## src/rtl/bcd_entry_pkg.sv

```systemverilog
// Shared definitions for the keypad amount-entry block: button indices, FSM states and BCD digit helpers.
package bcd_entry_pkg;

    localparam int BTN_C = 4;
    localparam int BTN_U = 3;
    localparam int BTN_D = 2;
    localparam int BTN_L = 1;
    localparam int BTN_R = 0;

    typedef enum logic [1:0] {EDIT, COMMIT, RELEASE} state_t;

    typedef logic [3:0] bcd_t;

    localparam bcd_t BCD_MAX = 4'd9;

    function automatic bcd_t bcd_inc(input bcd_t d);
        return (d >= BCD_MAX) ? 4'd0 : d + 4'd1;
    endfunction

    function automatic bcd_t bcd_dec(input bcd_t d);
        return (d == 4'd0 || d > BCD_MAX) ? BCD_MAX : d - 4'd1;
    endfunction

endpackage

```

## src/rtl/bcd_amount_entry_if.sv

```systemverilog
// Keypad-side bundle: ms tick, raw buttons and clear in; BCD amount, cursor and commit strobe out.
interface bcd_amount_entry_if;
    logic        tick_1ms;
    logic [4:0]  btn_i;
    logic        clear_i;
    logic [31:0] data_o;
    logic [2:0]  cursor_o;
    logic        flag_o;

    modport master (output tick_1ms, btn_i, clear_i, input data_o, cursor_o, flag_o);
    modport slave  (input tick_1ms, btn_i, clear_i, output data_o, cursor_o, flag_o);
endinterface

```

## src/rtl/bcd_amount_entry_btn_debounce.sv

```systemverilog
// Single button: 2-FF synchronizer, tick-sampled debounce counter, rising-edge press pulse.
// Latency: 2 clk sync + DEBOUNCE_MS stable ticks; pulse is high the cycle the debounced level rises.
// Backpressure: none, free-running.
module btn_debounce #(
    parameter int DEBOUNCE_MS = 20
) (
    input  logic clk,
    input  logic rst,
    input  logic tick,
    input  logic btn,
    output logic db,
    output logic pls
);
    logic [1:0] sync;
    logic [7:0] cnt;
    logic       db_q;
    logic       db_d;

    always_ff @(posedge clk or negedge rst) begin
        if (!rst) begin
            sync <= 2'b00;
            cnt  <= 8'd0;
            db_q <= 1'b0;
            db_d <= 1'b0;
        end else begin
            sync <= {sync[0], btn};
            db_d <= db_q;
            if (tick) begin
                // Any sample agreeing with the debounced level restarts the count.
                if (sync[1] != db_q) begin
                    if (cnt == 8'(DEBOUNCE_MS - 1)) begin
                        db_q <= ~db_q;
                        cnt  <= 8'd0;
                    end else begin
                        cnt <= cnt + 8'd1;
                    end
                end else begin
                    cnt <= 8'd0;
                end
            end
        end
    end

    assign db  = db_q;
    assign pls = db_q & ~db_d;
endmodule

```

## src/rtl/bcd_amount_entry.sv

```systemverilog
// Keypad front end: five debounced buttons edit an 8-digit packed-BCD amount; center commits with a 1-clk flag.
// Latency: edit lands one clk after the debounced press pulse; auto-repeat under BCD_ENTRY_AUTO_REPEAT_EN.
// Backpressure: none; presses are ignored in COMMIT/RELEASE until center is released.
module bcd_amount_entry
    import bcd_entry_pkg::*;
#(
    parameter int NUM_DIGITS      = 8,
    parameter int DEBOUNCE_MS     = 20,
    parameter int REPEAT_DELAY_MS = 500,
    parameter int REPEAT_RATE_MS  = 150
) (
    input  logic clk,
    input  logic rst,
    bcd_amount_entry_if.slave bus
);
    localparam logic [2:0] CUR_MAX = 3'(NUM_DIGITS - 1);

    if (NUM_DIGITS < 1 || NUM_DIGITS > 8 || DEBOUNCE_MS < 1 || DEBOUNCE_MS > 255 ||
        REPEAT_DELAY_MS < 1 || REPEAT_RATE_MS < 1) begin : g_bad_cfg
        $error("bcd_amount_entry: parameter out of range");
    end

    logic [4:0] db;
    logic [4:0] pls;
    logic [4:0] evt;
    logic       db_unused;

    state_t       state, state_n;
    bcd_t [7:0]   digits, digits_n;
    logic [2:0]   cursor, cursor_n;

    for (genvar i = 0; i < 5; i++) begin : g_btn
        btn_debounce #(.DEBOUNCE_MS(DEBOUNCE_MS)) u_btn (
            .clk  (clk),
            .rst  (rst),
            .tick (bus.tick_1ms),
            .btn  (bus.btn_i[i]),
            .db   (db[i]),
            .pls  (pls[i])
        );
    end

    assign db_unused = ^db;

`ifdef BCD_ENTRY_AUTO_REPEAT_EN
    localparam logic [15:0] REP_DLY  = 16'(REPEAT_DELAY_MS);
    localparam logic [15:0] REP_RATE = 16'(REPEAT_RATE_MS);

    logic [15:0] rep_cnt;
    logic        rep_first;
    logic        rep_pls;
    logic        rep_hold;

    assign rep_hold = (state == EDIT) && (db[BTN_U] || db[BTN_D]);

    always_ff @(posedge clk or negedge rst) begin
        if (!rst) begin
            rep_cnt   <= 16'd0;
            rep_first <= 1'b1;
            rep_pls   <= 1'b0;
        end else begin
            rep_pls <= 1'b0;
            if (!rep_hold || (|pls)) begin
                rep_cnt   <= 16'd0;
                rep_first <= 1'b1;
            end else if (bus.tick_1ms) begin
                if (rep_cnt + 16'd1 == (rep_first ? REP_DLY : REP_RATE)) begin
                    rep_pls   <= 1'b1;
                    rep_cnt   <= 16'd0;
                    rep_first <= 1'b0;
                end else begin
                    rep_cnt <= rep_cnt + 16'd1;
                end
            end
        end
    end

    // A repeat acts on up when held, otherwise on down, matching press priority.
    assign evt = pls | {1'b0, rep_pls & db[BTN_U], rep_pls & ~db[BTN_U] & db[BTN_D], 2'b00};
`else
    assign evt = pls;
`endif

    always_ff @(posedge clk or negedge rst) begin
        if (!rst) begin
            state  <= EDIT;
            digits <= '0;
            cursor <= 3'd0;
        end else begin
            state  <= state_n;
            digits <= digits_n;
            cursor <= cursor_n;
        end
    end

    always_comb begin
        state_n  = state;
        digits_n = digits;
        cursor_n = cursor;
        case (state)
            EDIT: begin
                if (bus.clear_i) begin
                    digits_n = '0;
                    cursor_n = 3'd0;
                end else if (evt[BTN_C]) begin
                    state_n = COMMIT;
                end else if (evt[BTN_U]) begin
                    digits_n[cursor] = bcd_inc(digits[cursor]);
                end else if (evt[BTN_D]) begin
                    digits_n[cursor] = bcd_dec(digits[cursor]);
                end else if (evt[BTN_L]) begin
                    cursor_n = (cursor >= CUR_MAX) ? 3'd0 : cursor + 3'd1;
                end else if (evt[BTN_R]) begin
                    cursor_n = (cursor == 3'd0) ? CUR_MAX : cursor - 3'd1;
                end
            end
            COMMIT: begin
                digits_n = '0;
                cursor_n = 3'd0;
                state_n  = RELEASE;
            end
            RELEASE: begin
                if (bus.clear_i) begin
                    digits_n = '0;
                    cursor_n = 3'd0;
                end
                if (!db[BTN_C]) begin
                    state_n = EDIT;
                end
            end
            default: state_n = EDIT;
        endcase
    end

    assign bus.data_o   = digits;
    assign bus.cursor_o = cursor;
    assign bus.flag_o   = (state == COMMIT);
endmodule

```

## src/flat_wrapper.sv

```systemverilog
// flat-port wrapper written by rule: the top's interface ports become plain ports
module bcd_amount_entry_flat import bcd_entry_pkg::*;
#(
    parameter int NUM_DIGITS      = 8,
    parameter int DEBOUNCE_MS     = 20,
    parameter int REPEAT_DELAY_MS = 500,
    parameter int REPEAT_RATE_MS  = 150
)
  (clk, rst, bus_tick_1ms, bus_btn_i, bus_clear_i, bus_data_o, bus_cursor_o, bus_flag_o);
  bcd_amount_entry_if bus_i ();
  input  logic clk;
  input  logic rst;
  input wire logic [$bits(bus_i.tick_1ms)-1:0] bus_tick_1ms;
  input wire logic [$bits(bus_i.btn_i)-1:0] bus_btn_i;
  input wire logic [$bits(bus_i.clear_i)-1:0] bus_clear_i;
  output wire logic [$bits(bus_i.data_o)-1:0] bus_data_o;
  output wire logic [$bits(bus_i.cursor_o)-1:0] bus_cursor_o;
  output wire logic [$bits(bus_i.flag_o)-1:0] bus_flag_o;
  assign bus_i.tick_1ms = bus_tick_1ms;
  assign bus_i.btn_i = bus_btn_i;
  assign bus_i.clear_i = bus_clear_i;
  assign bus_data_o = bus_i.data_o;
  assign bus_cursor_o = bus_i.cursor_o;
  assign bus_flag_o = bus_i.flag_o;
  bcd_amount_entry #(.NUM_DIGITS(NUM_DIGITS), .DEBOUNCE_MS(DEBOUNCE_MS), .REPEAT_DELAY_MS(REPEAT_DELAY_MS), .REPEAT_RATE_MS(REPEAT_RATE_MS)) u_core (.clk(clk), .rst(rst), .bus(bus_i));
endmodule
```

## config.mk

```make
export PLATFORM = sky130hd
export DESIGN_NAME = bcd_amount_entry_flat
export DESIGN_NICKNAME = d
export VERILOG_FILES = /design/src/rtl/bcd_entry_pkg.sv /design/src/rtl/bcd_amount_entry_if.sv /design/src/rtl/bcd_amount_entry_btn_debounce.sv /design/src/rtl/bcd_amount_entry.sv /design/src/flat_wrapper.sv
export SDC_FILE = /design/constraint.sdc
export NUM_CORES = 1
export LEC_CHECK = 0
export ABC_AREA = 1
export CAP_MARGIN = 30
export CELL_PAD_IN_SITES_DETAIL_PLACEMENT = 1
export CELL_PAD_IN_SITES_GLOBAL_PLACEMENT = 2
export CORE_MARGIN = 5
export CORE_UTILIZATION = 34
export DETAILED_ROUTE_END_ITERATION = 10
export DONT_BUFFER_PORTS = 1
export HOLD_SLACK_MARGIN = 0.15
export PLACE_DENSITY_LB_ADDON = 0.2
export SYNTH_ARGS = -nofsm -noshare
export SYNTH_HDL_FRONTEND = slang
export SYNTH_SLANG_ARGS = --single-unit
```

## constraint.sdc

```tcl
create_clock -name clk -period 2.7 [get_ports clk]
set_input_delay 0.54 -clock clk [delete_from_list [all_inputs] [get_ports clk]]
set_output_delay 0.54 -clock clk [all_outputs]
set_load 0.01 [all_outputs]
```

# After elaboration in Yosys (flattened, before gate mapping)
# Index checks and enable logic that the tools add are counted.
[classes]
n_reduce_logical = 14
eq_ne = 21
n_mux = 38
bitwise = 15
order_cmp = 5
n_addsub = 9
[op_table]
columns = ["op", "count"]
rows = [
  ["32-bit 2-to-1 mux", 5],
  ["32-bit one-hot mux with 3 select lines", 1],
  ["8-bit 2-to-1 mux", 10],
  ["32-bit bitwise mux", 2],
  ["8-bit by 1-bit adder with 8-bit output (second input constant)", 5],
  ["8-bit by 5-bit == test with 1-bit output (second input constant)", 5],
  ["3-bit 2-to-1 mux", 9],
  ["3-bit AND reduction", 6],
  ["4-bit 2-to-1 mux", 4],
  ["4-bit binary-select mux with 3-bit select", 1],
  ["4-bit demux with 3-bit select", 1],
  ["1-bit NOT", 10],
  ["3-bit != test (second input constant)", 3],
  ["3-bit one-hot mux with 3 select lines", 1],
  ["2-bit != test (second input constant)", 4],
  ["4-bit != test (second input constant)", 2],
  ["2-bit 2-to-1 mux", 3],
  ["2-bit one-hot mux with 3 select lines", 1],
  ["6-bit AND reduction", 1],
  ["1-bit bitwise AND", 5],
  ["1-bit != test", 5],
  ["4-bit by 1-bit adder with 4-bit output (second input constant)", 1],
  ["4-bit greater-or-equal comparator (second input constant)", 1],
  ["4-bit > comparator (second input constant)", 1],
  ["other kinds (15)", 15],
]
[word_totals]
ff_bits = 97
elab_cells = 132
in_bits = 9

# Depth between registers and ports, before layout
# Gate-level depths: netlist of the first run.
[logic_depth]
depth_word = 11
depth_mapped = 18
mapped_depth_nobuf = 16

# Modules after synthesis
# A second synthesis of the first run with hierarchy kept.
[hier_totals]
hier_cells = 744
area_unflattened_um2 = 5719.2
[modules_own_cells]
columns = ["module", "instances", "area_per_inst_um2", "cells_each"]
rows = [
  ["btn_debounce", 5, 653.1, 79],
  ["bcd_amount_entry", 1, 2453.6, 349],
]

# Worst setup path before layout of the first run
# Ideal clock, no wire load.
[synth_timing]
kind = "register -> register"
startpoint = "register u_core.cursor[0] (netlist: u_core.bus.cursor_o[0])"
endpoint = "register u_core.digits, in the netlist u_core.bus.data_o[27]"
synth_period_minus_slack_ns = 2.270
setup_time_ns = 0.066
path_stages_with_launch = 17
slack_ns = 0.430
t_arrival_ns = 2.205
cell_sequence = "dfrtp_1 -> buf_6 -> clkbuf_1 -> nand3_1 -> nand2_1 -> nor2_1 -> nand2_2 -> inv_1 -> ha_1 -> or2_2 -> nand3_1 -> nand2_2 -> nand3_1 -> nand2_1 -> nand2_2 -> nand2_1 -> nand2_1"
[synth_between]
elab_chain_len = 11
word_cells_on_any_way = 22
classes_between = "2 x add/sub; 4 x order compare; 13 x mux; 3 x reduce/logical"
[synth_lines]
columns = ["element", "line", "source"]
rows = [
  ["start, declared", "bcd_amount_entry.sv:30", "logic [2:0] cursor, cursor_n;"],
  ["start signal, assigned", "bcd_amount_entry.sv:92", "cursor <= cursor_n;"],
  ["4-bit binary-select mux with 3-bit select", "bcd_amount_entry.sv:108, bcd_amount_entry.sv:110", ""],
  ["4-bit 2-to-1 mux (implied by the code)", "bcd_amount_entry.sv:108, bcd_amount_entry.sv:110", ""],
  ["4-bit > comparator / 4-bit logical NOT (equally long branches)", "bcd_entry_pkg.sv:21", "return (d == 4'd0 || d > BCD_MAX) ? BCD_MAX : d - 4'd1;"],
  ["1-bit logical OR", "bcd_entry_pkg.sv:21", ""],
  ["4-bit 2-to-1 mux", "bcd_entry_pkg.sv:21", ""],
  ["32-bit bitwise mux", "bcd_amount_entry.sv:110", "digits_n[cursor] = bcd_dec(digits[cursor]);"],
  ["32-bit 2-to-1 mux", "bcd_amount_entry.sv:109", "end else if (evt[BTN_D]) begin"],
  ["32-bit 2-to-1 mux (*)", "bcd_amount_entry.sv:107", "end else if (evt[BTN_U]) begin"],
  ["32-bit 2-to-1 mux (*)", "bcd_amount_entry.sv:105", "end else if (evt[BTN_C]) begin"],
  ["32-bit 2-to-1 mux (*)", "bcd_amount_entry.sv:102", "if (bus.clear_i) begin"],
  ["32-bit one-hot mux with 3 select lines (*)", "bcd_amount_entry.sv:100", "case (state)"],
  ["end signal, assigned", "bcd_amount_entry.sv:91", "digits <= digits_n;"],
  ["end, declared", "bcd_amount_entry.sv:29", "bcd_t [7:0] digits, digits_n;"],
]
# Every way passes the cells marked *; elsewhere a longest branch is shown, timed or not. The select of a mux whose other input is x is not followed.
# A chain may end at the register's enable or synchronous reset.

# Worst setup path in the final report of the first run
[layout_timing]
startpoint = "register u_core.cursor[2] (netlist: u_core.bus.cursor_o[2])"
endpoint = "register u_core.digits, in the netlist u_core.bus.data_o[23]"
# The elaborated chain is that of the path after synthesis.

==> flow_summary.json, run 1 <==
{
  "end_kind": "flop",
  "hold_ws_ns": -0.122,
  "design.core.area_sq_mm": 0.0146,
  "slew_violations": 0,
  "cp.required_ns": 2.99,
  "cts_root_buf": "clkbuf_16",
  "numPortBuffers": 0,
  "worst_slack_ns": 0.213,
  "register_area_sq_mm": 0.00243,
  "clk_latency_ns": 0.35,
  "wl_per_cell_microns": 17.0,
  "cts_tree": "yes",
  "power.total_mw": 5.40,
  "max-cap-violations": 0,
  "crit_top_cell": "nand2_1",
  "synth-compound-area-share": 0.121,
  "ir_drop_uv": 404,
  "vias": 4173,
  "initial_utilization": 0.349,
  "synth_top_family_by_area": "simple AND/OR/NAND/NOR gates",
  "die_area_sq_mm": 0.0176,
  "synthArstFlopShare": 1.00,
  "drc": 0,
  "multi_input_area_sq_mm": 0.00236,
  "overflow": 0,
  "grt_max_degree": 98,
  "num-fill-cells": 1746,
  "hold_viol": 97,
  "gp_congestion": 0.821,
  "status": "complete, but fails checks",
  "ctsLongestPathBuffers": 2,
  "pre_cts_ws_ns": 0.0480,
  "htreeDepth": 3,
  "io_pins": 45,
  "slowest_stage": "dfrtp_2",
  "max_stage_delay_ns": 0.47,
  "final_cell_mix": "193 x nand2_1, 94 x dfrtp_1, 67 x inv_1, 48 x o21ai_0, 33 x nor2_1",
  "syn_area_per_cell_sq_um": 8.21,
  "nNetsFinal": 659,
  "synthSimpleGateAreaFrac": 0.266,
  "critical_path_class": "flop to flop",
  "area_growth_pct": 11.7,
  "first_global_vias": 4469,
  "antenna_found_initial": 0,
  "timing.slew.headroom": 0.550,
  "clock-sinks": 97,
  "die_h_microns": 133,
  "power.leakage_nw": 2.68,
  "yosys-mux-area-fraction": 0,
  "std_cell_rows": 44,
  "synth_area_leaders": "dfrtp_1 47%, nand2_1 14%, inv_1 4.9%",
  "ant_nets": 0,
  "setup_tns_ns": 0,
  "ys_seq_area_frac": 0.474,
  "cp.arrival_ns": 2.78,
  "drive_gt1_frac": 0.0972,
  "numCtsBuffers": 9,
  "p_per_area_mw_per_mm2": 944,
  "synth_cells": 623,
  "synth_edf_count": 0,
  "setup_violations": 0,
  "rsz0062_at_grt": "no",
  "synthAdderAreaFrac": 0.0416,
  "fin_skew_ns": 0.00602,
  "synth-xor-area-share": 0.0308,
  "path_max_fanout": 8,
  "min_path_type": "input port to async pin",
  "violations": "hold timing",
  "yosysWarnings": 0,
  "clkTransAtPathRegs_ns": 0.07,
  "ys_seq_elements": 97,
  "grt.total_usage": 0.166,
  "via_per_inst": 5.08,
  "drt_iter0_markers": 176,
  "drtPass1Iterations": 4,
  "synth_ff_type": "dfrtp_1",
  "layout_commonest_cell": "nand2_1",
  "min_period_ns": 2.49,
  "die_x_microns": 133,
  "cp-start-kind": "flop",
  "finalWirelength_microns": 14000,
  "fmax_ghz": 0.402,
  "crit_chain": "inv_2, nor2_4, nand2_1, nor2_1, nor2_1, nand2_2, inv_1, ha_1, or2_2, nand3_1, nand2_2, nand3_1, nand2_1, nand2_4, nand2_1, nand2_1",
  "netlist_area_sq_mm": 0.00512,
  "synth_fp_nets": 649,
  "hpwlAfterDp_microns": 10000,
  "synth_largest_area_cell": "dfrtp_1",
  "diodes": 0,
  "tightest_slew_ns": 0.672,
  "grt_pass1_wl_microns": 23500,
  "period_share": 0.921,
  "synth_top_area_frac": 0.474,
  "synth_cell_type_count": 39
}
-- where the power goes --
group          leakage [nW]  internal (mW)  total [mW]  switching, mW
Sequential             1.29           1.63        1.90          0.268
Combinational          1.23          0.654        2.09           1.44
Clock                 0.158          0.822        1.41          0.586
-- critical path, delay by kind of cell, from the launching register on --
| kind | cells | cell delay, ns |
|---|---|---|
| AND/OR/NAND/NOR | 13 | 1.51 |
| adder cells (fa/ha/maj) | 1 | 0.25 |
| flip-flops | 1 | 0.47 |
| buffers and inverters | 2 | 0.20 |
-- sequential cells by signal, summed over array words and instances (netlist names) --
register	flops
u_core.state	2
u_core.bus.cursor_o	3
u_core.g_btn.u_btn.sync	10
u_core.bus.data_o	32
u_core.g_btn.u_btn.cnt	40
u_core.g_btn.u_btn.db_d	5
u_core.g_btn.u_btn.db	5
-- final timing paths --
path | from | end | slack [ns] | cells after the start
worst max-delay path | u_core.bus.cursor_o[2]$_DFFE_PN0P_ | u_core.bus.data_o[23]$_DFFE_PN0P_ | 0.21 | 16
worst min-delay path | rst | u_core.bus.data_o[18]$_DFFE_PN0P_ | -0.12 | 0
worst max register to register | u_core.bus.cursor_o[2]$_DFFE_PN0P_ | u_core.bus.data_o[23]$_DFFE_PN0P_ | 0.21 | 16
worst min register to register | u_core.g_btn[3].u_btn.sync[0]$_DFF_PN0_ | u_core.g_btn[3].u_btn.sync[1]$_DFF_PN0_ | 0.35 | 0
max in group asynchronous | rst | u_core.bus.data_o[13]$_DFFE_PN0P_ | 2.67 | 0
min in group clk | bus_btn_i[1] | u_core.g_btn[1].u_btn.sync[0]$_DFF_PN0_ | 0.21 | 0
-- metal layers --
metal	vias up	global-route usage	routed length [microns]
li1	2052	-	-
met1	2043	0.205	6420
met2	63	0.283	6760
met3	15	0.0361	525
met4	0	0.0658	277
met5	-	0	0
-- area by class of cell --
cell class,count,area share
Multi-Input combinational cell,441,0.413
Timing Repair Buffer,10,0.0153
Clock inverter,3,0.00810
Inverter,74,0.0495
Clock buffer,13,0.0490
Sequential cell,97,0.425
Tap cell,184,0.0403
-- cell usage after synthesis (all sizes together), types with 7 or more instances --
| cell type | instances |
|---|---|
| nand2 | 201 |
| dfrtp | 97 |
| inv | 73 |
| o21ai | 51 |
| nor2 | 39 |
| nand3 | 38 |
| a21oi | 19 |
| ha | 17 |
| o22ai | 13 |
| nor3 | 11 |
| xor2 | 10 |
| nor4 | 8 |
| xnor2 | 8 |
| clkbuf | 7 |
| nand4 | 7 |
-- through the flow --
step | utilization | std cells | area, sq um
final | 0.390 | 822 | 5720
after global routing | 0.390 | 822 | 5720
after CTS | 0.388 | 820 | 5690
after detailed placement | 0.366 | 804 | 5360
after global placement | 0.366 | 804 | 5360
after floorplan | - | 623 | 5120
-- kinds of logic (layout without fill, tap and decap cells) --
logic type	count (synthesis)	count (layout)
buf+inv	85	100
flops	97	97
xor+xnor	18	18
compound gates	100	100
fa+ha+maj	17	17
simple gates	306	306
-- repair_timing --
item,4_1_cts,5_1_grt
endpoints found under the hold margin,97,97
setup endpoints to repair,0,32
buffers inserted,0,2
gates resized for setup,0,7
(Power assumes the default switching activity.)
==> run 2: changes to the inputs <==
- clock period: 2.7 -> 3 ns (I/O delays scaled with it)
==> run 2 against run 1 <==
Against the previous run: the flow now finishes without violations; total power decreased by 11%; sequential cell count did not move; final area is 0.59% lower; die area unchanged; clock-buffer cell count is 4 lower; largest cell class unchanged; largest power group unchanged.
==> flow_summary.json, run 2 (synthesized netlist as in run 1, its figures left out) <==
{
  "fin_skew_ns": 0.00520,
  "layout_commonest_cell": "nand2_1",
  "std_cell_rows": 44,
  "final_cell_area_sq_mm": 0.00568,
  "drive_gt1_frac": 0.0882,
  "hold_viol": 0,
  "reg2reg_to": "u_core.bus.data_o[18]$_DFFE_PN0P_",
  "grt.total_usage": 0.161,
  "via_per_inst": 5.13,
  "largest_register": "u_core.g_btn.u_btn.cnt",
  "postLayoutCoreUtil": 0.388,
  "die_area_sq_mm": 0.0176,
  "timing.slew.headroom": 0.525,
  "num-fill-cells": 1770,
  "placed_cell_area_sq_mm": 0.00534,
  "drtPass1Iterations": 4,
  "ff2ff_setup_slack_ns": 0.36,
  "clk_latency_ns": 0.35,
  "grt_max_degree": 98,
  "multi_input_area_sq_mm": 0.00235,
  "clock-sinks": 97,
  "numCtsBuffers": 9,
  "die_x_microns": 133,
  "gp_congestion": 0.776,
  "power.total_mw": 4.79,
  "first_global_vias": 4349,
  "reg2reg_depth": 15,
  "initial_utilization": 0.349,
  "hpwlAfterDp_microns": 10000,
  "cts_root_buf": "clkbuf_16",
  "cp.arrival_ns": 2.93,
  "ant_nets": 0,
  "p_per_area_mw_per_mm2": 843,
  "wl_per_cell_microns": 16.8,
  "path_max_fanout": 20,
  "status": "completed",
  "htreeDepth": 3,
  "diodes": 0,
  "worstReg2RegStart": "u_core.bus.cursor_o[0]$_DFFE_PN0P_",
  "min_period_ns": 2.64,
  "end_kind": "flop",
  "finalWirelength_microns": 13800,
  "clkTransAtPathRegs_ns": 0.07,
  "setup_violations": 0,
  "grt_pass1_wl_microns": 22700,
  "cp-endpoint": "u_core.bus.data_o[18]$_DFFE_PN0P_",
  "crit_start": "u_core.bus.cursor_o[0]$_DFFE_PN0P_",
  "pre_cts_ws_ns": 0.279,
  "overflow": 0,
  "cts_tree": "yes",
  "cp-start-kind": "flop",
  "largest_reg_flops": 40,
  "numPortBuffers": 0,
  "min_path_type": "input port to async pin",
  "tightest_slew_ns": 0.710,
  "worst_slack_ns": 0.363,
  "design.core.area_sq_mm": 0.0146,
  "die_h_microns": 133,
  "postCtsSetupBuffers": 0,
  "vias": 4198,
  "cp.required_ns": 3.29,
  "setup_tns_ns": 0,
  "final_cell_mix": "194 x nand2_1, 95 x dfrtp_1, 67 x inv_1, 48 x o21ai_0, 34 x nor2_1",
  "slew_violations": 0,
  "antenna_found_initial": 0,
  "io_pins": 45,
  "drt_iter0_markers": 110,
  "register_area_sq_mm": 0.00243,
  "nNetsFinal": 656,
  "max-cap-violations": 0,
  "fmax_ghz": 0.379,
  "ir_drop_uv": 319,
  "rsz0062_at_grt": "no",
  "drc": 0,
  "critical_path_class": "flop to flop",
  "ctsLongestPathBuffers": 2,
  "power.leakage_nw": 2.66,
  "area_growth_pct": 11.1,
  "period_share": 0.879
}
==> run 2: repair_timing <==
item | 4_1_cts | 5_1_grt
endpoints found under the setup margin | 0 | 1
hold buffers | 1 | 0
hold endpoints to repair | 97 | 0
gates resized for setup | 0 | 2
==> run 2: worst min path at each step <==
stage,from,endpoint,cells past startpoint
global placement,rst,u_core.bus.cursor_o[2]$_DFFE_PN0P_,0
finish,rst,u_core.bus.cursor_o[2]$_DFFE_PN0P_,1
detailed placement,rst,u_core.bus.cursor_o[2]$_DFFE_PN0P_,0
CTS,rst,u_core.bus.cursor_o[2]$_DFFE_PN0P_,1
floorplan,rst,u_core.bus.cursor_o[0]$_DFFE_PN0P_,0
global route,rst,u_core.bus.cursor_o[2]$_DFFE_PN0P_,1
==> run 2: per-stage QoR <==
stage,cells,hold slack [ns]
final,819,0.155
after global routing,819,0.187
after CTS,819,0.181
after detailed placement,802,0.307
after global placement,802,0.307
after floorplan,623,0.304
==> run 2: where the power goes <==
| group | leakage (nW) | switching, mW | internal, mW |
|---|---|---|---|
| Combinational | 1.22 | 1.29 | 0.560 |
| Sequential | 1.29 | 0.253 | 1.47 |
| Clock | 0.149 | 0.559 | 0.664 |
| Total | 2.66 | 2.10 | 2.69 |
==> run 2: layout make-up <==
class / instances / share of cell area
multi-input cells: 441 / 0.413
flip-flops and latches: 97 / 0.428
repair buffers: 7 / 0.0150
inverters: 74 / 0.0493
clock buffers: 9 / 0.0396
clock inverters: 7 / 0.0148
well taps: 184 / 0.0405
==> run 2: critical path: stages (launching register included) <==
cell and delay [ns]:
dfrtp_1 0.61, buf_12 0.22, nand2_1 0.06, nand2_1 0.08, nor2_1 0.04, nor2_1 0.12, nand2_2 0.11, inv_1 0.12
ha_1 0.23, or2_2 0.13, nand3_1 0.09, nand2_2 0.14, nand2_4 0.08, o21ai_4 0.34, nand2_1 0.12, nand2_1 0.08
==> run 2: per-layer routing <==
metal | global-route usage | vias to the layer above | routed length, microns
met2 | 0.282 | 64 | 6910
met5 | 0 | - | 0
met4 | 0.0618 | 0 | 271
li1 | - | 2051 | -
met1 | 0.195 | 2066 | 6140
met3 | 0.0319 | 17 | 468
==> run 3: changes to the inputs <==
--- a/config.mk
+++ b/config.mk
@@ -15,3 +15,5 @@
 export DONT_BUFFER_PORTS = 1
+export GPL_ROUTABILITY_DRIVEN = 0
 export HOLD_SLACK_MARGIN = 0.15
+export MAX_ROUTING_LAYER = met4
 export PLACE_DENSITY_LB_ADDON = 0.2
==> constraint.sdc (replaced) <==
create_clock -name clk -period 3 [get_ports clk]
set_input_delay 0.9 -clock clk [delete_from_list [all_inputs] [get_ports clk]]
set_output_delay 0.9 -clock clk [all_outputs]
set_load 0.01 [all_outputs]
==> run 3 against run 2 <==
Against the previous run: clock-buffer cell count is the same; highest routed layer unchanged; worst hold slack improved by 0.077 ns; final area decreased by 0.48%; die area is the same; final cell count decreased by 0.12%; non-clock buffer count down 1; global-route usage rose by 0.55 points; first-iteration DRC count grew 22%.
==> flow_summary.json, run 3 (synthesized netlist as in run 1, its figures left out) <==
{
  "status": "completed",
  "cp.arrival_ns": 2.93,
  "final_cell_mix": "194 x nand2_1, 95 x dfrtp_1, 67 x inv_1, 48 x o21ai_0, 34 x nor2_1",
  "cts_root_buf": "clkbuf_16",
  "first_global_vias": 4344,
  "p_per_area_mw_per_mm2": 842,
  "period_share": 0.880,
  "min_path_type": "input port to async pin",
  "rsz0062_at_grt": "no",
  "via_per_inst": 5.15,
  "grt.total_usage": 0.166,
  "cts_tree": "yes",
  "end_kind": "flop",
  "ant_nets": 0,
  "p_sw_mw": 2.07,
  "numPortBuffers": 0,
  "design.core.area_sq_mm": 0.0146,
  "largest_reg_flops": 40,
  "fin_skew_ns": 0.00570,
  "io_pins": 45,
  "htreeDepth": 3,
  "switching_share": 0.436,
  "worst_slack_ns": 0.359,
  "postLayoutCoreUtil": 0.386,
  "path_max_fanout": 20,
  "power.total_mw": 4.76,
  "std_cell_rows": 44,
  "fmax_ghz": 0.379,
  "drive_gt1_frac": 0.0868,
  "hold_viol": 0,
  "tightest_slew_ns": 0.711,
  "vias": 4216,
  "num-fill-cells": 1771,
  "drc": 0,
  "die_area_sq_mm": 0.0176,
  "layout_commonest_cell": "nand2_1",
  "ctsLongestPathBuffers": 2,
  "antenna_found_initial": 0,
  "critical_path_class": "flop to flop",
  "overflow": 0,
  "pre_cts_ws_ns": 0.279,
  "power_frac_comb": 0.382,
  "grt_pass1_wl_microns": 22700,
  "clk_latency_ns": 0.35,
  "max_stage_delay_ns": 0.61,
  "pwr-share-clk": 0.257,
  "grt_max_degree": 98,
  "setup_tns_ns": 0,
  "diodes": 0,
  "pwr-share-seq": 0.361,
  "nNetsFinal": 655,
  "crit_chain": "buf_12, nand2_1, nand2_1, nor2_1, nor2_1, nand2_2, inv_1, ha_1, or2_2, nand3_1, nand2_2, nand2_4, o21ai_4, nand2_1, nand2_1",
  "numCtsBuffers": 9,
  "internal_power_mw": 2.69,
  "drt_iter0_markers": 134,
  "min_period_ns": 2.64,
  "clkTransAtPathRegs_ns": 0.07,
  "initial_utilization": 0.349,
  "die_x_microns": 133,
  "timing.slew.headroom": 0.524,
  "cp-start-kind": "flop",
  "hpwlAfterDp_microns": 10000,
  "wl_per_cell_microns": 16.9,
  "slowest_stage": "dfrtp_1",
  "largest_register": "u_core.g_btn.u_btn.cnt",
  "crit_top_cell": "nand2_1",
  "cts_hold_buf": 0,
  "slew_violations": 0,
  "drtPass1Iterations": 4,
  "hold_ws_ns": 0.232,
  "max-cap-violations": 0,
  "power.leakage_nw": 2.65,
  "area_growth_pct": 10.5,
  "postCtsSetupBuffers": 0,
  "ir_drop_uv": 319,
  "die_h_microns": 133,
  "setup_violations": 0,
  "finalWirelength_microns": 13800,
  "clock-sinks": 97,
  "cp.required_ns": 3.29
}
run 3: cell count changes in the layout (fill, tap and decap cells not counted), sizes merged:
cell  before  now
buf        7    6
run 3: worst paths after layout:
kind / from / end / slack, ns / cells after the start
setup / recovery: u_core.bus.cursor_o[0]$_DFFE_PN0P_ / u_core.bus.data_o[18]$_DFFE_PN0P_ / 0.36 / 15
hold / removal: rst / u_core.bus.cursor_o[2]$_DFFE_PN0P_ / 0.23 / 0
setup reg to reg: u_core.bus.cursor_o[0]$_DFFE_PN0P_ / u_core.bus.data_o[18]$_DFFE_PN0P_ / 0.36 / 15
hold reg to reg: u_core.g_btn[0].u_btn.sync[0]$_DFF_PN0_ / u_core.g_btn[0].u_btn.sync[1]$_DFF_PN0_ / 0.35 / 0
max in group asynchronous: rst / u_core.g_btn[0].u_btn.cnt[0]$_DFFE_PN0P_ / 2.60 / 0
min in group clk: u_core.g_btn[0].u_btn.sync[0]$_DFF_PN0_ / u_core.g_btn[0].u_btn.sync[1]$_DFF_PN0_ / 0.35 / 0
run 3: per-stage QoR:
stage	area (sq um)	instances
3_5_place_dp	5340	802
4_1_cts	5650	818
5_1_grt	5660	818
6_report	5660	818
3_3_place_gp	5340	802
2_1_floorplan	5120	623
run 3: power groups by stage:
| stage | registers, mW | logic, mW | clock network (mW) |
|---|---|---|---|
| floorplan | 1.66 | 1.34 | 0 |
| detailed placement | 1.75 | 1.84 | 0 |
| global placement | 1.74 | 1.78 | 0 |
| CTS | 1.72 | 1.85 | 1.27 |
| finish | 1.72 | 1.82 | 1.22 |
| global route | 1.75 | 2.04 | 1.33 |
run 3: final cells by class:
cell class | count | area (sq um) | share of cell area
clock buffer | 9 | 225 | 0.0398
clock inverter | 7 | 83.8 | 0.0148
inverter | 74 | 280 | 0.0496
multi-input combinational | 441 | 2350 | 0.415
sequential | 97 | 2430 | 0.430
tap | 184 | 230 | 0.0407
timing repair buffer | 6 | 57.6 | 0.0102
run 3: repair_timing:
action | CTS | global route
endpoints found under the hold margin | 0 | 0
endpoints found under the setup margin | 0 | 1
resized for setup | 0 | 2
run 3: per-layer routing:
metal / global-route usage / up-vias / wire length (microns)
met3: 0.0342 / 22 / 589
met1: 0.196 / 2064 / 6000
met5: - / - / 0
met4: 0.0652 / 0 / 322
li1: - / 2049 / -
met2: 0.280 / 81 / 6890
run 3: worst max-delay path, delay by kind of cell, from the launching register on:
kind	cells	cell delay [ns]
AND/OR/NAND/NOR	11	1.05
flip-flops	1	0.61
AO/OA/AOI/OAI	1	0.34
buffers and inverters	2	0.34
adder cells (fa/ha/maj)	1	0.23
